[config.mk]
export PLATFORM = sky130hd
export DESIGN_NAME = m_sequencer_flat
export DESIGN_NICKNAME = d
export VERILOG_FILES = /design/src/rtl/m_sequencer_if.sv /design/src/rtl/m_sequencer.sv /design/src/flat_wrapper.sv
export SDC_FILE = /design/constraint.sdc
export NUM_CORES = 1
export LEC_CHECK = 0
export ABC_AREA = 1
export BUFFER_PORTS_ARGS = -buffer_cell sky130_fd_sc_hd__clkbuf_2
export CAP_MARGIN = 20
export CORE_ASPECT_RATIO = 2
export CORE_MARGIN = 4
export CORE_UTILIZATION = 40
export DETAILED_ROUTE_END_ITERATION = 12
export GPL_TIMING_DRIVEN = 0
export HOLD_SLACK_MARGIN = 0.03
export PLACE_DENSITY = 0.87
export SETUP_SLACK_MARGIN = 0.15
export SLEW_MARGIN = 20
export SYNTH_ARGS = -nofsm -noshare
export SYNTH_HDL_FRONTEND = slang
export SYNTH_SLANG_ARGS = --single-unit
[constraint.sdc]
create_clock -name clk -period 1.62 [get_ports clk]
set_clock_uncertainty 0.15 [all_clocks]
set_input_delay 0.486 -clock clk [delete_from_list [all_inputs] [get_ports clk]]
set_output_delay 0.486 -clock clk [all_outputs]
set_load 0.01 [all_outputs]
[src/rtl/m_sequencer_if.sv]
// Mux-select code definitions for the M-extension datapath, plus the interface that bundles
// the sequencer's request, status and datapath-select signals.
//
// Ports carried by m_sequencer_if:
//   start, funct3, rs1, rs2, sub_neg  : request and datapath status (master -> slave)
//   busy, done, result_sel            : sequencer status to writeback (slave -> master)
//   mux_A, mux_B, mux_R, mux_D, mux_Z : datapath register selects (slave -> master)
//   result_signed                     : signed upper-product extraction (slave -> master)

`ifndef M_DEFINITIONS_SVH
`define M_DEFINITIONS_SVH

`define MUX_A_LENGTH      2
`define MUX_A_KEEP        2'd0
`define MUX_A_R_UNSIGNED  2'd1
`define MUX_A_R_SIGNED    2'd2

`define MUX_B_LENGTH      2
`define MUX_B_KEEP        2'd0
`define MUX_B_D_UNSIGNED  2'd1
`define MUX_B_D_SIGNED    2'd2

`define MUX_R_LENGTH      3
`define MUX_R_KEEP        3'd0
`define MUX_R_A           3'd1
`define MUX_R_A_NEG       3'd2
`define MUX_R_SUB_KEEP    3'd3
`define MUX_R_MULT_LOWER  3'd4

`define MUX_D_LENGTH      2
`define MUX_D_KEEP        2'd0
`define MUX_D_B           2'd1
`define MUX_D_B_NEG       2'd2
`define MUX_D_SHR         2'd3

`define MUX_Z_LENGTH      2
`define MUX_Z_KEEP        2'd0
`define MUX_Z_ZERO        2'd1
`define MUX_Z_SHL_ADD     2'd2
`define MUX_Z_MULT_UPPER  2'd3

`endif

interface m_sequencer_if;
  logic                      start;
  logic [2:0]                funct3;
  logic [31:0]               rs1;
  logic [31:0]               rs2;
  logic                      sub_neg;
  logic                      busy;
  logic                      done;
  logic [2:0]                result_sel;
  logic [`MUX_A_LENGTH-1:0]  mux_A;
  logic [`MUX_B_LENGTH-1:0]  mux_B;
  logic [`MUX_R_LENGTH-1:0]  mux_R;
  logic [`MUX_D_LENGTH-1:0]  mux_D;
  logic [`MUX_Z_LENGTH-1:0]  mux_Z;
  logic                      result_signed;

  modport master (
    output start, funct3, rs1, rs2, sub_neg,
    input  busy, done, result_sel, mux_A, mux_B, mux_R, mux_D, mux_Z, result_signed
  );

  modport slave (
    input  start, funct3, rs1, rs2, sub_neg,
    output busy, done, result_sel, mux_A, mux_B, mux_R, mux_D, mux_Z, result_signed
  );
endinterface

[src/rtl/m_sequencer.sv]
// Sequencer for the RV32M multiply/divide datapath. Accepts one operation at a time, drives
// the datapath mux selects each cycle, and pulses done with a writeback transform selector.
//
// Ports:
//   clk   : clock
//   reset : synchronous, active-high reset
//   bus   : m_sequencer_if.slave (request in, status and mux selects out)
//
// Multiplies: load -> MOPS -> MWAIT (MUL_LAT cycles) -> MCAP -> DONE.
// Divides:    load -> DIV_IT (DIV_STEPS cycles) -> DONE; divide-by-zero and signed overflow
//             skip straight to DONE.

module m_sequencer #(
  parameter int unsigned MUL_LAT   = 2,
  parameter int unsigned DIV_STEPS = 32
) (
  input logic           clk,
  input logic           reset,
  m_sequencer_if.slave  bus
);

  typedef enum logic [2:0] {
    StIdle,
    StMops,
    StMwait,
    StMcap,
    StDivIt,
    StDone
  } state_e;

  typedef enum logic [1:0] {
    SpNone,
    SpDiv0,
    SpOvf
  } special_e;

  state_e     state_q, state_d;
  special_e   special_q, special_d;
  logic [2:0] op_q, op_d;
  logic       quot_neg_q, quot_neg_d;
  logic       rem_neg_q, rem_neg_d;
  logic [5:0] cnt_q, cnt_d;

  logic [`MUX_A_LENGTH-1:0] mux_a;
  logic [`MUX_B_LENGTH-1:0] mux_b;
  logic [`MUX_R_LENGTH-1:0] mux_r;
  logic [`MUX_D_LENGTH-1:0] mux_d;
  logic [`MUX_Z_LENGTH-1:0] mux_z;
  logic [2:0]               result_sel;
  logic                     result_signed;
  logic                     done;

  logic div_signed;
  logic op_mulh_signed;
  logic unused_sub_neg;

  // The subtractor sign is consumed inside the datapath by SUB_KEEP, not here.
  assign unused_sub_neg = bus.sub_neg;

  // DIV and REM are the signed divides (funct3 = 1x0).
  assign div_signed     = bus.funct3[2] & ~bus.funct3[0];
  assign op_mulh_signed = (op_q == 3'b001) || (op_q == 3'b010);

  always_comb begin
    state_d       = state_q;
    special_d     = special_q;
    op_d          = op_q;
    quot_neg_d    = quot_neg_q;
    rem_neg_d     = rem_neg_q;
    cnt_d         = cnt_q;
    mux_a         = `MUX_A_KEEP;
    mux_b         = `MUX_B_KEEP;
    mux_r         = `MUX_R_KEEP;
    mux_d         = `MUX_D_KEEP;
    mux_z         = `MUX_Z_KEEP;
    result_sel    = 3'd0;
    result_signed = 1'b0;
    done          = 1'b0;

    unique case (state_q)
      StIdle: begin
        // Load cycle: datapath registers capture the operands at this edge.
        if (bus.start && !reset) begin
          op_d  = bus.funct3;
          mux_z = `MUX_Z_ZERO;
          if (!bus.funct3[2]) begin
            mux_r      = `MUX_R_A;
            mux_d      = `MUX_D_B;
            quot_neg_d = 1'b0;
            rem_neg_d  = 1'b0;
            special_d  = SpNone;
            state_d    = StMops;
          end else begin
            mux_r      = (div_signed && bus.rs1[31]) ? `MUX_R_A_NEG : `MUX_R_A;
            mux_d      = (div_signed && bus.rs2[31]) ? `MUX_D_B_NEG : `MUX_D_B;
            quot_neg_d = div_signed & (bus.rs1[31] ^ bus.rs2[31]);
            rem_neg_d  = div_signed & bus.rs1[31];
            cnt_d      = 6'd0;
            if (bus.rs2 == 32'd0) begin
              // R keeps raw rs1 so REM/REMU by zero can return it directly.
              mux_r     = `MUX_R_A;
              special_d = SpDiv0;
              state_d   = StDone;
            end else if (div_signed && bus.rs1 == 32'h8000_0000 &&
                         bus.rs2 == 32'hFFFF_FFFF) begin
              mux_r     = `MUX_R_A;
              special_d = SpOvf;
              state_d   = StDone;
            end else begin
              special_d = SpNone;
              state_d   = StDivIt;
            end
          end
        end
      end

      StMops: begin
        mux_a   = op_mulh_signed ? `MUX_A_R_SIGNED : `MUX_A_R_UNSIGNED;
        mux_b   = (op_q == 3'b001) ? `MUX_B_D_SIGNED : `MUX_B_D_UNSIGNED;
        cnt_d   = 6'd0;
        state_d = StMwait;
      end

      StMwait: begin
        // Stays MUL_LAT cycles so the DSP product is valid in MCAP.
        if (cnt_q == 6'(MUL_LAT - 1)) begin
          state_d = StMcap;
        end else begin
          cnt_d = cnt_q + 6'd1;
        end
      end

      StMcap: begin
        mux_r         = `MUX_R_MULT_LOWER;
        mux_z         = `MUX_Z_MULT_UPPER;
        result_signed = op_mulh_signed;
        state_d       = StDone;
      end

      StDivIt: begin
        mux_r = `MUX_R_SUB_KEEP;
        mux_z = `MUX_Z_SHL_ADD;
        mux_d = `MUX_D_SHR;
        cnt_d = cnt_q + 6'd1;
        if (cnt_q == 6'(DIV_STEPS - 1)) begin
          state_d = StDone;
        end
      end

      StDone: begin
        done    = 1'b1;
        state_d = StIdle;
        if (special_q == SpDiv0) begin
          result_sel = op_q[1] ? 3'd0 : 3'd4;
        end else if (special_q == SpOvf) begin
          result_sel = op_q[1] ? 3'd5 : 3'd0;
        end else if (!op_q[2]) begin
          result_sel = (op_q == 3'b000) ? 3'd0 : 3'd1;
        end else if (!op_q[1]) begin
          result_sel = quot_neg_q ? 3'd3 : 3'd1;
        end else begin
          result_sel = rem_neg_q ? 3'd2 : 3'd0;
        end
      end

      default: begin
        state_d = StIdle;
      end
    endcase
  end

  always_ff @(posedge clk) begin
    if (reset) begin
      state_q    <= StIdle;
      special_q  <= SpNone;
      op_q       <= 3'd0;
      quot_neg_q <= 1'b0;
      rem_neg_q  <= 1'b0;
      cnt_q      <= 6'd0;
    end else begin
      state_q    <= state_d;
      special_q  <= special_d;
      op_q       <= op_d;
      quot_neg_q <= quot_neg_d;
      rem_neg_q  <= rem_neg_d;
      cnt_q      <= cnt_d;
    end
  end

  assign bus.busy          = (state_q != StIdle);
  assign bus.done          = done;
  assign bus.result_sel    = result_sel;
  assign bus.mux_A         = mux_a;
  assign bus.mux_B         = mux_b;
  assign bus.mux_R         = mux_r;
  assign bus.mux_D         = mux_d;
  assign bus.mux_Z         = mux_z;
  assign bus.result_signed = result_signed;

endmodule
[src/flat_wrapper.sv]
// flat-port wrapper written by rule: the top's interface ports become plain ports
module m_sequencer_flat 
#(
  parameter int unsigned MUL_LAT   = 2,
  parameter int unsigned DIV_STEPS = 32
)
  (clk, reset, bus_start, bus_funct3, bus_rs1, bus_rs2, bus_sub_neg, bus_busy, bus_done, bus_result_sel, bus_mux_A, bus_mux_B, bus_mux_R, bus_mux_D, bus_mux_Z, bus_result_signed);
  m_sequencer_if bus_i ();
  input logic clk;
  input logic reset;
  input wire logic [$bits(bus_i.start)-1:0] bus_start;
  input wire logic [$bits(bus_i.funct3)-1:0] bus_funct3;
  input wire logic [$bits(bus_i.rs1)-1:0] bus_rs1;
  input wire logic [$bits(bus_i.rs2)-1:0] bus_rs2;
  input wire logic [$bits(bus_i.sub_neg)-1:0] bus_sub_neg;
  output wire logic [$bits(bus_i.busy)-1:0] bus_busy;
  output wire logic [$bits(bus_i.done)-1:0] bus_done;
  output wire logic [$bits(bus_i.result_sel)-1:0] bus_result_sel;
  output wire logic [$bits(bus_i.mux_A)-1:0] bus_mux_A;
  output wire logic [$bits(bus_i.mux_B)-1:0] bus_mux_B;
  output wire logic [$bits(bus_i.mux_R)-1:0] bus_mux_R;
  output wire logic [$bits(bus_i.mux_D)-1:0] bus_mux_D;
  output wire logic [$bits(bus_i.mux_Z)-1:0] bus_mux_Z;
  output wire logic [$bits(bus_i.result_signed)-1:0] bus_result_signed;
  assign bus_i.start = bus_start;
  assign bus_i.funct3 = bus_funct3;
  assign bus_i.rs1 = bus_rs1;
  assign bus_i.rs2 = bus_rs2;
  assign bus_i.sub_neg = bus_sub_neg;
  assign bus_busy = bus_i.busy;
  assign bus_done = bus_i.done;
  assign bus_result_sel = bus_i.result_sel;
  assign bus_mux_A = bus_i.mux_A;
  assign bus_mux_B = bus_i.mux_B;
  assign bus_mux_R = bus_i.mux_R;
  assign bus_mux_D = bus_i.mux_D;
  assign bus_mux_Z = bus_i.mux_Z;
  assign bus_result_signed = bus_i.result_signed;
  m_sequencer #(.MUL_LAT(MUL_LAT), .DIV_STEPS(DIV_STEPS)) u_core (.clk(clk), .reset(reset), .bus(bus_i));
endmodule
==> results of run 1 <==
==> area by class of cell <==
class	count	share of cell area, %
timing repair buffer	128	30.5
clock buffer	4	1.81
tap	49	2.02
multi-input combinational	220	48.3
inverter	41	5.72
buffer	2	0.494
sequential	16	11.2
==> cells in the final DEF (no fill, tap or decap), types with 3 or more instances in the layout <==
master                     count
sky130_fd_sc_hd__clkbuf_8      7
sky130_fd_sc_hd__o21ai_2       3
sky130_fd_sc_hd__inv_4         3
sky130_fd_sc_hd__dfxtp_4       4
sky130_fd_sc_hd__inv_2        11
sky130_fd_sc_hd__buf_6        28
sky130_fd_sc_hd__nor3_4        4
sky130_fd_sc_hd__nand3_1      10
sky130_fd_sc_hd__a21oi_1       6
sky130_fd_sc_hd__nand3_2       4
sky130_fd_sc_hd__nand2_8       3
sky130_fd_sc_hd__buf_4        25
sky130_fd_sc_hd__nand2_4       5
sky130_fd_sc_hd__nand2_2       9
sky130_fd_sc_hd__a21oi_2       5
sky130_fd_sc_hd__dfxtp_2       3
sky130_fd_sc_hd__o21ai_1       4
sky130_fd_sc_hd__dfxtp_1       9
sky130_fd_sc_hd__nand4_1       7
sky130_fd_sc_hd__a211oi_2      3
sky130_fd_sc_hd__inv_1        25
sky130_fd_sc_hd__nor2_1       55
sky130_fd_sc_hd__nor3_1        4
sky130_fd_sc_hd__nor2_2        9
sky130_fd_sc_hd__nor2_4       17
sky130_fd_sc_hd__nand3_4       3
sky130_fd_sc_hd__nand2_1      50
sky130_fd_sc_hd__clkbuf_2     65
sky130_fd_sc_hd__buf_2         6
==> worst max-delay path by stage <==
| stage | slack, ps | from | endpoint | cells past startpoint |
|---|---|---|---|---|
| CTS | -470 | bus_rs1[11] | bus_mux_R[0] | 11 |
| floorplan | -190 | bus_rs1[3] | bus_mux_R[0] | 9 |
| detailed placement | -540 | bus_rs1[3] | bus_mux_R[0] | 11 |
| global placement | -530 | bus_rs1[3] | bus_mux_R[0] | 11 |
| finish | -540 | u_core.state_q[2] | bus_result_sel[1] | 5 |
| global route | -610 | bus_rs1[5] | bus_mux_R[0] | 11 |
==> synthesized netlist by cell type (all sizes together) <==
cell type and count:
clkinv 1, a2111oi 1, o21bai 2, nor2 81, clkbuf 1, or2 1, buf 1, a211oi 3
inv 40, nand2 67, nor3b 2, and2 1, nand4 7, dfxtp 16, nor4 2, a21oi 11
nand3 17, xor2 2, o21ai 9, nor3 10, ha 2, o31ai 2
==> sequential cells by signal, summed over array words and instances (netlist names) <==
signal and flops:
u_core.special_q 2, u_core.state_q 3, u_core.op_q 3, u_core.rem_neg_q 1
u_core.quot_neg_q 1, u_core.cnt_q 6
==> power by group <==
| group | switching, mW | total, mW | internal (mW) |
|---|---|---|---|
| clock | 0.180 | 0.398 | 0.217 |
| combinational | 1.44 | 2.61 | 1.17 |
| sequential | 0.115 | 0.599 | 0.483 |
==> layer usage <==
metal | vias up | share of wire, % | track usage, %
met5 | - | 0 | 0
met4 | 0 | 9.4 | 14.4
met3 | 70 | 7.9 | 3.79
li1 | 1157 | - | -
met2 | 174 | 54 | 55.0
met1 | 1128 | 28 | 22.4
==> stage by stage <==
stage / area [µm²] / worst slack (ps) / TNS (ps) / utilization, %
after floorplan: 1620 / -194 / -465 / -
after global routing: 3040 / -613 / -11150 / 84.3
after CTS: 2620 / -467 / -5350 / 72.6
after detailed placement: 2110 / -541 / -3170 / 58.6
after global placement: 2110 / -533 / -2830 / 58.6
final: 3040 / -535 / -9930 / 84.3
==> repair_timing <==
action                                  4_1_cts  5_1_grt
resized for setup                            61       89
endpoints found under the setup margin       27       32
hold buffers                                  0        0
pin swaps                                    25       29
cloned                                        1        0
buffers inserted                             26       15
==> cells by family after synthesis <==
group | Yosys count | synth area share, %
AO/OA/AOI/OAI | 28 | 10.7
adder cells (fa/ha/maj) | 2 | 1.66
buffers and inverters | 43 | 11.4
AND/OR/NAND/NOR | 188 | 53.8
XOR/XNOR | 2 | 1.16
flip-flops | 16 | 21.3
==> run metrics, run 1 <==
final setup violation count=31; # placed instances=414; area used by multi-input combinational logic=1470 µm²; setup slack after layout=-535 ps; number of detailed-route iterations in the first pass=6; maximum ir drop on the vdd rail=0.707 mV; worst-skew pair later-pin latency=280 ps; die area=4870 µm²; proportion of layout cells with a drive suffix above 1=56.2%; Max Freq=0.464 GHz; setup slack of the worst register-to-register path=-380 ps; clock tree from TritonCTS=done; family with the most delay on the worst path=simple AND/OR/NAND/NOR gates; launch point of the worst hold path=reset; ports placed on the boundary=88; Final HPWL DP=4220 µm; required time at the worst-slack endpoint=980 ps; worst hold endpoint=u_core.cnt_q[1]; crit path launch type=register; drt first-iter violations=115; Leak=1.41 nW; Cell Count, Final, Fillers Out=460; Unique masters post-synth=29; startpoint-to-endpoint class of the critical path=reg -> out; warning count from the yosys run=0; average wire per standard cell=18.6 µm; maximum level of the CTS H-tree=1; Die Span Y=94.8 µm; GRT Residual Overflow=0; weighted congestion at the end of routability-driven global placement=0.861; via count normalized by instance count=5.50; first-pass GRT wire length=9800 µm; number of buffers and inverters on the critical path=2; final period demand of the worst path=2160 ps; area of the core=3610 µm²; headroom to the max-slew limit=58.2%; GR Util All Layers=26.6%; violations in the final reports=negative setup slack; antenna violations before repair=0; effective utilization at floorplan=41.7%; cell breakdown of the critical path=inv_6 > nor3_4 > nand2_2 > a2111oi_4 > buf_2; count of input and output buffers=86; worst hold-check slack=286 ps; flops & latches, synth=16; transition time at the pin with the least slew margin=627 ps; maximum clock insertion buffer count=2; Total Wirelength=8560 µm; total power=3.61 mW; synth top area cells=sky130_fd_sc_hd__dfxtp_1 (21%), sky130_fd_sc_hd__nor2_1 (19%), sky130_fd_sc_hd__nand2_1 (16%); fraction of synthesized cell area taken by the top area cell type=21.3%; total number of vias=2529; synthesized instance count=279; buffer type at the clock tree root=sky130_fd_sc_hd__clkbuf_8; horizontal die dimension=51.4 µm; total of fill cells in the finished design=211; sequential fraction of the synthesis area=21.3%; kind of capture point of the worst setup path=output pin; Ant. Diodes=0; Mapped Nets=352; number of cells on the worst reg-to-reg path=9; endpoint of the worst-slack reg-to-reg timing path=u_core.cnt_q[3]; pin count of the biggest net entering global routing=11; power density cells=1190 nW/µm²; worst r2r src=u_core.state_q[0]; endpoint arrival time on the critical path=1520 ps; storage element area=339 µm²; standard-cell rows=31; worst-path fanout max=3; number of pins exceeding their max-slew limit in the final report=0; cell area after synthesis=1510 µm²; Post-Synthesis Mean Instance Area=5.39 µm²; final worst path period share=133%; largest incremental delay on the critical path=380 ps; clock slew at reported path FFs=80 ps; total clock buffers created by CTS=3; final hold viol count=0; run status=finished with violations; remaining design rule violation count=0; count of nets after finishing=485; RSZ-0062 raised after global routing=yes; worst hold path depth=2; cell type with the largest total area after synthesis=sky130_fd_sc_hd__dfxtp_1; remaining antenna violation count after routing=0; MaxCap Viol Count=0; Tightest Hold Check Type=in -> reg; highest-delay cell along the critical path=sky130_fd_sc_hd__dfxtp_4; area growth from synthesis to final layout=102%; vias in the first global route=2282; count of clock tree sinks=16
(Power assumes the default switching activity.)
==> inputs of run 2 (changes only) <==
- CORE_UTILIZATION: 40 -> 44
- PLACE_DENSITY: 0.87 -> 0.91
- clock period: 1.62 -> 2.3 ns (I/O delays scaled with it)
==> run metrics, run 2 (synthesis gave the netlist of run 1 again) <==
run status=finished with violations; violations in the final reports=negative setup slack; final setup violation count=2 (-94%); biggest regs=u_core.cnt_q: 6 flops, u_core.op_q: 3 flops, u_core.state_q: 3 flops; first-pass GRT wire length=8300 µm (-15%); crit path launch type=input port; startpoint-to-endpoint class of the critical path=in -> out; average wire per standard cell=13.7 µm (-26%); count of clock tree sinks=16 (unchanged); required time at the worst-slack endpoint=1460 ps (+480 ps); via count normalized by instance count=5.27 (-4.2%); Top cell by count, worst path=sky130_fd_sc_hd__nand2_1; Final HPWL DP=3990 µm (-5.5%); effective utilization at floorplan=46.6% (+4.9 points); worst hold path depth=2 (unchanged); GRT Residual Overflow=0 (unchanged); buffer type at the clock tree root=sky130_fd_sc_hd__clkbuf_8; worst-skew pair later-pin latency=250 ps (-30 ps); power density cells=645 nW/µm² (-46%); Max Freq=0.398 GHz; endpoint of the worst-slack reg-to-reg timing path=u_core.special_q[1]; number of cells on the worst reg-to-reg path=12 (+3); ports placed on the boundary=88 (unchanged); max FFs per register=6 (unchanged); setup slack of the worst register-to-register path=470 ps (+850 ps); standard-cell rows=29 (-6.5%); die area=4480 µm² (-8.0%); family with the most delay on the worst path=simple AND/OR/NAND/NOR gates; remaining antenna violation count after routing=0 (unchanged); proportion of layout cells with a drive suffix above 1=46.5% (-9.7 points); worst hold endpoint=u_core.rem_neg_q; setup slack after layout=-215 ps (+321 ps); Ant. Diodes=0 (unchanged); final hold viol count=0 (unchanged); worst hold-check slack=327 ps (+40.8 ps); number of buffers and inverters on the critical path=2 (unchanged); highest-delay cell along the critical path=sky130_fd_sc_hd__buf_2; count of input and output buffers=86 (unchanged); horizontal die dimension=49.4 µm (-3.9%); Tightest Hold Check Type=reg -> reg; final period demand of the worst path=2510 ps; largest register by flop count=u_core.cnt_q; MaxCap Viol Count=0 (unchanged); clock tree from TritonCTS=done; top library cells by usage in the layout, fill and taps aside=sky130_fd_sc_hd__clkbuf_2 (64), sky130_fd_sc_hd__nor2_1 (60), sky130_fd_sc_hd__nand2_1 (51), sky130_fd_sc_hd__inv_1 (24), sky130_fd_sc_hd__buf_4 (18); kind of capture point of the worst setup path=output pin; vias in the first global route=2076 (-9.0%); area of the core=3230 µm² (-10%); final worst path period share=109%; GR Util All Layers=22.8% (-3.8 points); total clock buffers created by CTS=3 (unchanged); RSZ-0062 raised after global routing=yes; Leak=1.20 nW (-15%); endpoint arrival time on the critical path=1670 ps (+150 ps); total number of vias=2222 (-12%); drt first-iter violations=65 (-43%); transition time at the pin with the least slew margin=454 ps (-173 ps); worst r2r src=u_core.state_q[2]; maximum ir drop on the vdd rail=0.488 mV (-31%); antenna violations before repair=0 (unchanged); number of detailed-route iterations in the first pass=4 (-2); weighted congestion at the end of routability-driven global placement=0.873 (+1.4%); number of pins exceeding their max-slew limit in the final report=0 (unchanged); Total Wirelength=5800 µm (-32%); clock slew at reported path FFs=60 ps (-20 ps); total placed instance area=2010 µm² (-4.9%); Die Span Y=90.7 µm (-4.3%); worst-path fanout max=3 (unchanged); maximum clock insertion buffer count=2 (unchanged); largest incremental delay on the critical path=130 ps (-250 ps); pin count of the biggest net entering global routing=11 (unchanged); maximum level of the CTS H-tree=1 (unchanged); cell breakdown of the critical path=buf_6 > nor2_2 > nand2_1 > nor2_2 > nand2_1 > nor2_1 > nand3_1 > nand2_2 > o21ai_2 > nand2_1 > buf_2; count of nets after finishing=465 (-4.1%); post-route standard cell area excluding fillers=2520 µm² (-17%); area growth from synthesis to final layout=67.3%; remaining design rule violation count=0 (unchanged); leading cell type in the layout, fill and taps excluded=sky130_fd_sc_hd__clkbuf_2; headroom to the max-slew limit=69.7% (+12 points); launch point of the worst hold path=u_core.rem_neg_q
[run 2: cell types whose count changed in the layout (fill, tap and decap cells not counted), sizes merged]
cell | previous run | this run
buf | 61 | 44
clkbuf | 73 | 70
clkinv | 0 | 2
inv | 41 | 39
[run 2: how the worst max path moves through the flow]
stage           startpoint            to  slack (ps)  depth (start not counted)
6_report       bus_rs1[24]  bus_mux_R[0]        -210                         11
5_1_grt        bus_rs1[23]  bus_mux_R[0]        -370                         11
4_1_cts         bus_rs1[2]  bus_mux_R[0]        -230                         11
3_5_place_dp   bus_rs2[31]  bus_mux_R[0]        -310                         12
3_3_place_gp    bus_rs1[3]  bus_mux_R[0]        -270                         11
2_1_floorplan   bus_rs1[3]  bus_mux_R[0]          70                          9
[run 2: worst register-to-register path: stages (launching register included)]
cell and delay (ps):
sky130_fd_sc_hd__dfxtp_4 370, sky130_fd_sc_hd__inv_4 80, sky130_fd_sc_hd__buf_6 120, sky130_fd_sc_hd__nand2_4 90
sky130_fd_sc_hd__nor2_4 150, sky130_fd_sc_hd__buf_6 140, sky130_fd_sc_hd__clkinv_8 50, sky130_fd_sc_hd__buf_4 150
sky130_fd_sc_hd__nor2_4 100, sky130_fd_sc_hd__inv_2 50, sky130_fd_sc_hd__nor2_1 90, sky130_fd_sc_hd__nand2_1 70
sky130_fd_sc_hd__a21oi_1 140
[run 2: metal layers]
metal	wire (µm)	track usage (%)	vias to the layer above
li1	-	-	1111
met1	1810	20.4	992
met2	3430	47.2	98
met3	327	2.31	21
met4	229	10.7	0
met5	0	0	-
[run 2: layout make-up]
class | instances | area [µm²]
tap | 31 | 38.8
clock buffer | 4 | 55.1
sequential | 16 | 335
fill | 247 | 711
timing repair buffer | 108 | 704
inverter | 41 | 169
buffer | 2 | 15.0
multi-input combinational | 220 | 1200
[run 2: what timing repair did]
action	4_1_cts	5_1_grt
buffers inserted	14	8
pin swaps	18	31
gates resized for setup	26	74
hold buffers	0	0
setup endpoints to repair	9	13
[run 2: metrics by stage]
stage | cells | util (%) | power (mW) | setup slack, ps | TNS (ps)
after floorplan | 279 | - | 0.863 | 71.1 | 0
after global placement | 396 | 62.3 | 1.09 | -272 | -677
after detailed placement | 396 | 62.3 | 1.11 | -308 | -728
after CTS | 414 | 70.0 | 1.44 | -226 | -428
after global routing | 422 | 78.0 | 1.73 | -373 | -809
final | 422 | 78.0 | 1.63 | -215 | -369
[run 2: where the power goes]
| part | internal [mW] | switching [mW] |
|---|---|---|
| combinational | 0.399 | 0.567 |
| clock | 0.152 | 0.0972 |
| sequential | 0.338 | 0.0720 |
